## src/rtl/snap_phase_pkg.sv

```systemverilog
// rtl/snap_phase_pkg.sv - capture FSM state encoding and status word bit positions
package snap_phase_pkg;

  typedef enum logic [1:0] {
    IDLE    = 2'd0,
    ARMED   = 2'd1,
    CAPTURE = 2'd2,
    DONE    = 2'd3
  } state_t;

  localparam int DONE_BIT = 31;
  localparam int BUSY_BIT = 30;

endpackage

```

## src/rtl/snap_phase_edge_det.sv

```systemverilog
// rtl/snap_phase_edge_det.sv - rising-edge detector for the software arm level
module snap_phase_edge_det (
  input  logic clk,
  input  logic rst,
  input  logic level,
  output logic rise
);

  logic level_q;

  always_ff @(posedge clk) begin
    if (rst) level_q <= 1'b0;
    else     level_q <= level;
  end

  assign rise = level & ~level_q;

endmodule

```

## src/rtl/snap_phase_capture.sv

```systemverilog
// rtl/snap_phase_capture.sv - single-shot per-channel phase snapshot into a BRAM
// Optional SNAP_PHASE_EXT_TRIG_EN adds ext_trig gating of the first accepted sample.
module snap_phase_capture
  import snap_phase_pkg::*;
#(
  parameter int ADDR_W  = 10,
  parameter int PHASE_W = 16,
  parameter int CH_W    = 8
) (
  input  logic               user_clk,
  input  logic               user_rst,
  input  logic               start,
  input  logic [CH_W-1:0]    ch_sel,
  input  logic               phase_valid,
  input  logic [CH_W-1:0]    phase_ch,
  input  logic [PHASE_W-1:0] phase_in,
`ifdef SNAP_PHASE_EXT_TRIG_EN
  input  logic               ext_trig,
`endif
  output logic               bram_we,
  output logic [ADDR_W-1:0]  bram_addr,
  output logic [31:0]        bram_din,
  output logic [31:0]        addr_out,
  output logic               busy,
  output logic               done
);

  state_t            state;
  logic [ADDR_W:0]   count;
  logic [CH_W-1:0]   ch_lat;
  logic              start_rise;
  logic              arm;
  logic              match;
  logic              trig_ok;
  logic [31:0]       status;

  snap_phase_edge_det u_edge (
    .clk   (user_clk),
    .rst   (user_rst),
    .level (start),
    .rise  (start_rise)
  );

  assign arm   = start_rise && (state == IDLE || state == DONE);
  assign match = phase_valid && (phase_ch == ch_lat);

`ifdef SNAP_PHASE_EXT_TRIG_EN
  logic trig_seen;

  // The trigger cycle itself counts, so a coincident sample is accepted.
  assign trig_ok = trig_seen | ext_trig;

  always_ff @(posedge user_clk) begin
    if (user_rst)                         trig_seen <= 1'b0;
    else if (arm)                         trig_seen <= 1'b0;
    else if (state == ARMED && ext_trig)  trig_seen <= 1'b1;
  end
`else
  assign trig_ok = 1'b1;
`endif

  always_comb begin
    status           = '0;
    status[ADDR_W:0] = count;
    status[BUSY_BIT] = (state == ARMED) || (state == CAPTURE);
    status[DONE_BIT] = (state == DONE);
  end

  always_ff @(posedge user_clk) begin
    if (user_rst) begin
      state     <= IDLE;
      count     <= '0;
      ch_lat    <= '0;
      bram_we   <= 1'b0;
      bram_addr <= '0;
      bram_din  <= '0;
      addr_out  <= '0;
    end else begin
      bram_we  <= 1'b0;
      addr_out <= status;
      case (state)
        IDLE, DONE: begin
          if (start_rise) begin
            state  <= ARMED;
            ch_lat <= ch_sel;
            count  <= '0;
          end
        end
        ARMED: begin
          if (match && trig_ok) begin
            bram_we   <= 1'b1;
            bram_addr <= '0;
            bram_din  <= 32'($signed(phase_in));
            count     <= (ADDR_W+1)'(1);
            state     <= CAPTURE;
          end
        end
        CAPTURE: begin
          if (match) begin
            bram_we   <= 1'b1;
            bram_addr <= count[ADDR_W-1:0];
            bram_din  <= 32'($signed(phase_in));
            count     <= count + 1'b1;
            // Last slot filled: stop rather than wrap.
            if (&count[ADDR_W-1:0]) state <= DONE;
          end
        end
        default: state <= IDLE;
      endcase
    end
  end

  assign busy = addr_out[BUSY_BIT];
  assign done = addr_out[DONE_BIT];

endmodule

```

## config.mk

```make
export PLATFORM = sky130hd
export DESIGN_NAME = snap_phase_capture
export DESIGN_NICKNAME = d
export VERILOG_FILES = /design/src/rtl/snap_phase_pkg.sv /design/src/rtl/snap_phase_edge_det.sv /design/src/rtl/snap_phase_capture.sv
export SDC_FILE = /design/constraint.sdc
export NUM_CORES = 1
export LEC_CHECK = 0
export ABC_AREA = 1
export CAP_MARGIN = 10
export CORE_MARGIN = 4
export CORE_UTILIZATION = 45
export CTS_CLUSTER_SIZE = 20
export DETAILED_ROUTE_END_ITERATION = 10
export PLACE_DENSITY = 0.89
export RECOVER_POWER = 100
export SLEW_MARGIN = 5
export SYNTH_ARGS = -nofsm -noshare
export SYNTH_HDL_FRONTEND = slang
export SYNTH_HIERARCHICAL = 1
export SYNTH_SLANG_ARGS = --single-unit
```

## constraint.sdc

```tcl
create_clock -name user_clk -period 2.1 [get_ports user_clk]
set_input_delay 0.315 -clock user_clk [delete_from_list [all_inputs] [get_ports user_clk]]
set_output_delay 0.315 -clock user_clk [all_outputs]
set_load 0.05 [all_outputs]
```

==> results of run 1 <==
[cell usage in the layout (no fill, tap or decap)]
cell / count
a21boi_1: 1
a21oi_1: 19
buf_4: 5
clkbuf_1: 21
clkbuf_2: 1
clkbuf_8: 9
clkdlybuf4s50_1: 34
clkinv_1: 1
clkinv_2: 3
clkinv_4: 1
clkinvlp_4: 2
conb_1: 19
dfxtp_1: 62
dlygate4sd3_1: 42
ha_1: 5
inv_1: 74
inv_2: 1
nand2_1: 76
nand2_2: 3
nand3_1: 48
nand4_1: 4
nor2_1: 51
nor2_2: 1
nor3_1: 1
nor4_1: 3
o211ai_1: 1
o21ai_0: 30
or2_1: 1
or2_2: 1
xor2_1: 1
[where the power goes]
part	internal, W	switching (W)	total [W]
Sequential	0.00125	0.0000510	0.00130
Combinational	0.000298	0.000720	0.00102
Clock	0.000423	0.000460	0.000883
[logic make-up (layout without fill, tap and decap cells)]
family | count (synthesis) | count (layout) | synth area share [%]
buffers and inverters | 129 | 194 | 21.6
adders and majority gates | 5 | 5 | 2.05
xor gates and xnor gates | 1 | 1 | 0.287
other | 1 | 19 | 0.123
AOI/OAI and AO/OA | 51 | 51 | 8.65
and+or+nand+nor | 189 | 189 | 26.6
DFF | 62 | 62 | 40.7
[how the worst min path moves through the flow]
stage                             from        endpoint  cells after the start
after CTS                 bram_addr[8]    bram_addr[8]                      2
after detailed placement     ch_lat[0]       ch_lat[0]                      2
after floorplan               user_rst  u_edge/level_q                      1
after global placement       ch_lat[5]       ch_lat[5]                      2
final                     bram_addr[8]    bram_addr[8]                      2
after global routing      bram_addr[8]    bram_addr[8]                      2
[state kept, by name (all words and copies together), names as in the netlist]
name            count
bram_we             1
bram_addr          10
u_edge/level_q      1
state               2
ch_lat              8
count              11
addr_out           13
bram_din           16
[per-stage QoR]
stage	area (um2)	utilization [%]	setup TNS [ns]
6_report	3870	60.0	0
3_3_place_gp	3800	58.8	0
2_1_floorplan	3120	-	0
5_1_grt	3870	60.0	0
4_1_cts	3960	61.4	0
3_5_place_dp	3800	58.8	-0.157
[area by class of cell]
type | instances | area (um2) | area share [%]
clock inverter | 6 | 38.8 | 1.00
inverter | 76 | 285 | 7.36
sequential | 62 | 1240 | 32.0
multi-input combinational | 265 | 1210 | 31.1
timing repair buffer | 102 | 878 | 22.7
tap | 77 | 96.3 | 2.49
clock buffer | 10 | 128 | 3.29
[cell usage after synthesis]
library cell	n	share of area, %
nor3_1	1	0.16
nand2_1	76	9.3
o21ai_0	23	3.8
conb_1	1	0.12
a21oi_1	18	3.0
inv_1	74	9.1
dfxtp_1	62	41
buf_4	40	9.8
or2_2	1	0.21
nor4_1	3	0.62
nand3_1	47	7.7
nand4_1	4	0.82
clkbuf_1	7	0.86
clkinv_1	1	0.12
nor2_1	50	6.2
nor2_2	2	0.41
a21oi_2	1	0.29
buf_6	3	1.1
or2_1	1	0.21
ha_1	5	2.1
o21ai_1	7	1.1
buf_2	3	0.49
nand2_2	3	0.62
inv_2	1	0.12
nand3_2	1	0.33
a21boi_1	1	0.25
o211ai_1	1	0.25
xor2_1	1	0.29
[per-layer routing]
layer / share of wire (%) / track usage [%] / vias to the layer above
met5: 0 / 0 / -
met4: 1.3 / 6.38 / 0
met3: 8.4 / 4.92 / 10
met2: 49 / 31.9 / 122
met1: 42 / 19.9 / 1288
li1: - / - / 1455
==> run metrics, run 1 <==
status=finished, final reports clean; initial antenna violation count=0; Final Hold Viols=0; Vias/cell=4.81; VDD IR max=573 uV; R2R cell count=8; Final Power=0.00320 W; first-pass GRT wire length=12100 um; fin. max-slew vios=0; R2R setup slack=0.32 ns; H-tree depth=3; largest net degree at the start of global routing=33; DR WL/cell=12.2 um; CP Data Arrival Time=1.57 ns; synth warn=6; max-cap violation count=0; share of layout cells above drive strength 1=5.18%; Slew @ Worst Pin=0.601 ns; # IOs=113; Die Ht=90.4 um; Yosys cell types=28; Fillers=594; post-synthesis area per instance=6.97 um2; Die Area=8160 um2; Hold Path Class=reg -> reg; Routed WL=7280 um; Post-Layout Cell Count=598; mapped cell area=3050 um2; Cells after Synth=438; CTS Buf Count=9; Final min period=1.89 ns; Crit Path Max Fanout=2; Critical Path Source=addr_out[30]; CTS Root Cell=clkbuf_8; Seq/Total Area, Yosys=40.7%; Fin Hold WS=0.464 ns; drt first pass iters=5; Worst Setup Start Kind=register; crit path max-delay cell type=dlygate4sd3_1; width of the die=90.4 um; Power Dens Cells=826 nW/um2; clk_skew=0.00933 ns; RSZ-0062 raised after global routing=no; total gr overflow=0; CTS tree=done; # DRC=0; Worst R2R End=count[2]; I/O Buffers=93; fin worst setup slack=0.212 ns; Critical Path Sink Type=output port; # resized after CTS=0; Crit path largest cell delay=0.88 ns; initial DRC count=116; CP Cell Sequence=dlygate4sd3_1; n_diodes=0; Crit Path Category=reg -> out; Antenna Nets Post-Route=0; register bit total from synthesis=62; number of global-route vias before repair=2697; Slew headroom=60.1%; post-DP HPWL=5500 um; via count=2875; core area=6460 um2; Overall Global Routing Usage=17.7%; Req. time, crit path=1.78 ns; setup violators final=0; Post-CTS Setup Inserts=0; DP Worst Slack=-0.0723 ns; cell count along the critical path=1; Starting Density=47.2%; Worst-path clk slew=0.07 ns; # hold bufs at CTS=0; buffer depth of the longest clock path=2; # rows=29; Crit path max-delay family=buffers and inverters; RR Startpoint=state[0]; Placed Cells=582; final worst-path cycle share=89.9%; Static Leak=1.84 nW; WP buf/inv=1; Layout area overhead=26.9%; TritonCTS Sinks=62; Clk Latency, worst-skew pair=0.33 ns; fmax=530 MHz; # nets final=557; routability-driven placement congestion ratio=0.879; Critical Path Sink=busy
No activity file was read; power rests on OpenSTA's default activity.
==> inputs of run 2 (changes only) <==
- CORE_ASPECT_RATIO: not set -> 1.25
- CORE_UTILIZATION: 45 -> 48
- PLACE_DENSITY: 0.89 -> 0.94
- clock period: 2.1 -> 2.35 ns (I/O delays scaled with it)
==> run 2 against run 1 <==
  * Sequential power fell by 11%
  * Critical endpoint is now bram_din[24]
  * Highest routed layer unchanged
  * Hold slack improved by 0.0070 ns
  * Wire length rose by 6.6%
==> run metrics, run 2 (synthesis gave the netlist of run 1 again) <==
status=finished, final reports clean; Critical Path Sink Type=output port; Setup Total Neg Slack=0 ns (unchanged); # IOs=113 (unchanged); # DRC=0 (unchanged); Placed Area=3830 um2 (+0.99%); Antenna Nets Post-Route=0 (unchanged); Largest Register=bram_din; Clk Latency, worst-skew pair=0.35 ns (+0.02 ns); Die Area=7710 um2 (-5.6%); RSZ-0062 raised after global routing=no; Largest regs=bram_din (16), addr_out (13), count (11); Routed WL=7760 um (+6.6%); fin. max-slew vios=0 (unchanged); CTS Root Cell=clkbuf_8; I/O Buffers=93 (unchanged); Fin Hold WS=0.471 ns (+0.00698 ns); crit path max-delay cell type=clkdlybuf4s50_1; Post-CTS Setup Inserts=0 (unchanged); Power Dens Cells=800 nW/um2 (-3.2%); clk_skew=0.00855 ns (-0.000782 ns); Die Ht=97.1 um (+7.5%); CP Cell Sequence=clkdlybuf4s50_1; CP Data Arrival Time=1.87 ns (+0.30 ns); Starting Density=49.5% (+2.2 points); final worst-path cycle share=94.4%; Crit path largest cell delay=0.90 ns (+0.02 ns); final instance area=4060 um2 (+4.8%); Worst-path clk slew=0.07 ns (about the same); Req. time, crit path=2.00 ns (+0.22 ns); buffer depth of the longest clock path=2 (unchanged); initial DRC count=154 (+33%); largest net degree at the start of global routing=38 (+15%); Slew @ Worst Pin=0.981 ns (+0.380 ns); via count=2949 (+2.6%); Static Leak=1.96 nW (+6.4%); Slew headroom=34.6% (-26 points); fin util=65.8% (+5.9 points); Crit path max-delay family=buffers and inverters; drt first pass iters=4 (-1); initial antenna violation count=0 (unchanged); DR WL/cell=12.8 um (+5.5%); max FFs per register=16 (unchanged); # rows=32 (+10%); Final Hold Viols=0 (unchanged); routability-driven placement congestion ratio=0.860 (-2.1%); max-cap violation count=0 (unchanged); Crit Path Category=reg -> out; core area=6170 um2 (-4.5%); CTS Buf Count=9 (unchanged); H-tree depth=3 (unchanged); post-DP HPWL=5500 um (about the same); number of global-route vias before repair=2791 (+3.5%); RR Startpoint=ch_lat[6]; Crit Path Max Fanout=18 (+16); Worst Setup Start Kind=register; most common cell after layout, fill and taps aside=nand2_1; Hold Path Class=reg -> reg; fmax=451 MHz; # nets final=555 (-0.36%); Layout area overhead=33.0%; width of the die=79.3 um (-12%); Fillers=492 (-17%); most frequent cells in the layout=76 x nand2_1, 74 x inv_1, 62 x dfxtp_1, 51 x nor2_1, 47 x nand3_1; Critical Path Source=bram_din[15]; Overall Global Routing Usage=20.2% (+2.4 points); setup violators final=0 (unchanged); WP buf/inv=1 (unchanged); total gr overflow=0 (unchanged); Final min period=2.22 ns; n_diodes=0 (unchanged); first-pass GRT wire length=12400 um (+2.3%); CTS tree=done; share of layout cells above drive strength 1=5.01% (-0.17 points); Final Power=0.00325 W (+1.5%); TritonCTS Sinks=62 (unchanged); Vias/cell=4.88 (+1.6%); origin of the worst min-delay path=bram_addr[1]; VDD IR max=532 uV (-7.1%)
==> run 2: cell count changes in the layout (fill, tap and decap cells not counted) <==
cell,previous run,this run
o21ai_0,30,28
clkinvlp_4,2,1
clkbuf_1,21,6
clkbuf_2,1,0
nand3_2,0,1
dlymetal6s2s_1,0,3
clkbuf_8,9,10
o21ai_1,0,2
clkinv_2,3,0
buf_4,5,4
nand3_1,48,47
clkdlybuf4s50_1,34,46
bufinv_16,0,3
==> run 2: final timing paths <==
path         cells past startpoint  slack [ns]           end
min                              2        0.47  bram_addr[1]
max                              1        0.13  bram_din[24]
max reg2reg                     11        0.34  bram_addr[2]
min reg2reg                      2        0.47  bram_addr[1]
==> run 2: timing repair <==
action	in CTS	in global routing
gates resized for setup	0	5
hold buffers	0	0
endpoints found under the setup margin	0	17
==> run 2: final cells by class <==
class | instances | area [um2] | share of cell area (%)
Sequential cell | 62 | 1240 | 30.6
Clock buffer | 11 | 141 | 3.48
Tap cell | 85 | 106 | 2.62
Multi-Input combinational cell | 265 | 1210 | 29.8
Timing Repair Buffer | 100 | 967 | 23.8
Inverter | 76 | 285 | 7.03
Clock inverter | 5 | 106 | 2.62
==> run 2: metrics by stage <==
step | setup slack (ns) | cells
2_1_floorplan | 0.734 | 456
3_3_place_gp | 0.300 | 588
3_5_place_dp | 0.201 | 588
4_1_cts | 0.0821 | 604
5_1_grt | 0.00596 | 604
6_report | 0.131 | 604
==> run 2: where the power goes <==
group | switching (W) | total, W | leakage [nW] | internal, W
registers | 0.0000451 | 0.00116 | 0.502 | 0.00111
clock network | 0.000423 | 0.00116 | 0.120 | 0.000735
logic | 0.000655 | 0.000928 | 1.34 | 0.000273
==> run 2: per-layer routing <==
metal  wire [um]  track usage (%)
met3         476             5.84
met2        4220             37.5
met5           0                0
met4         190             8.20
met1        2870             20.5
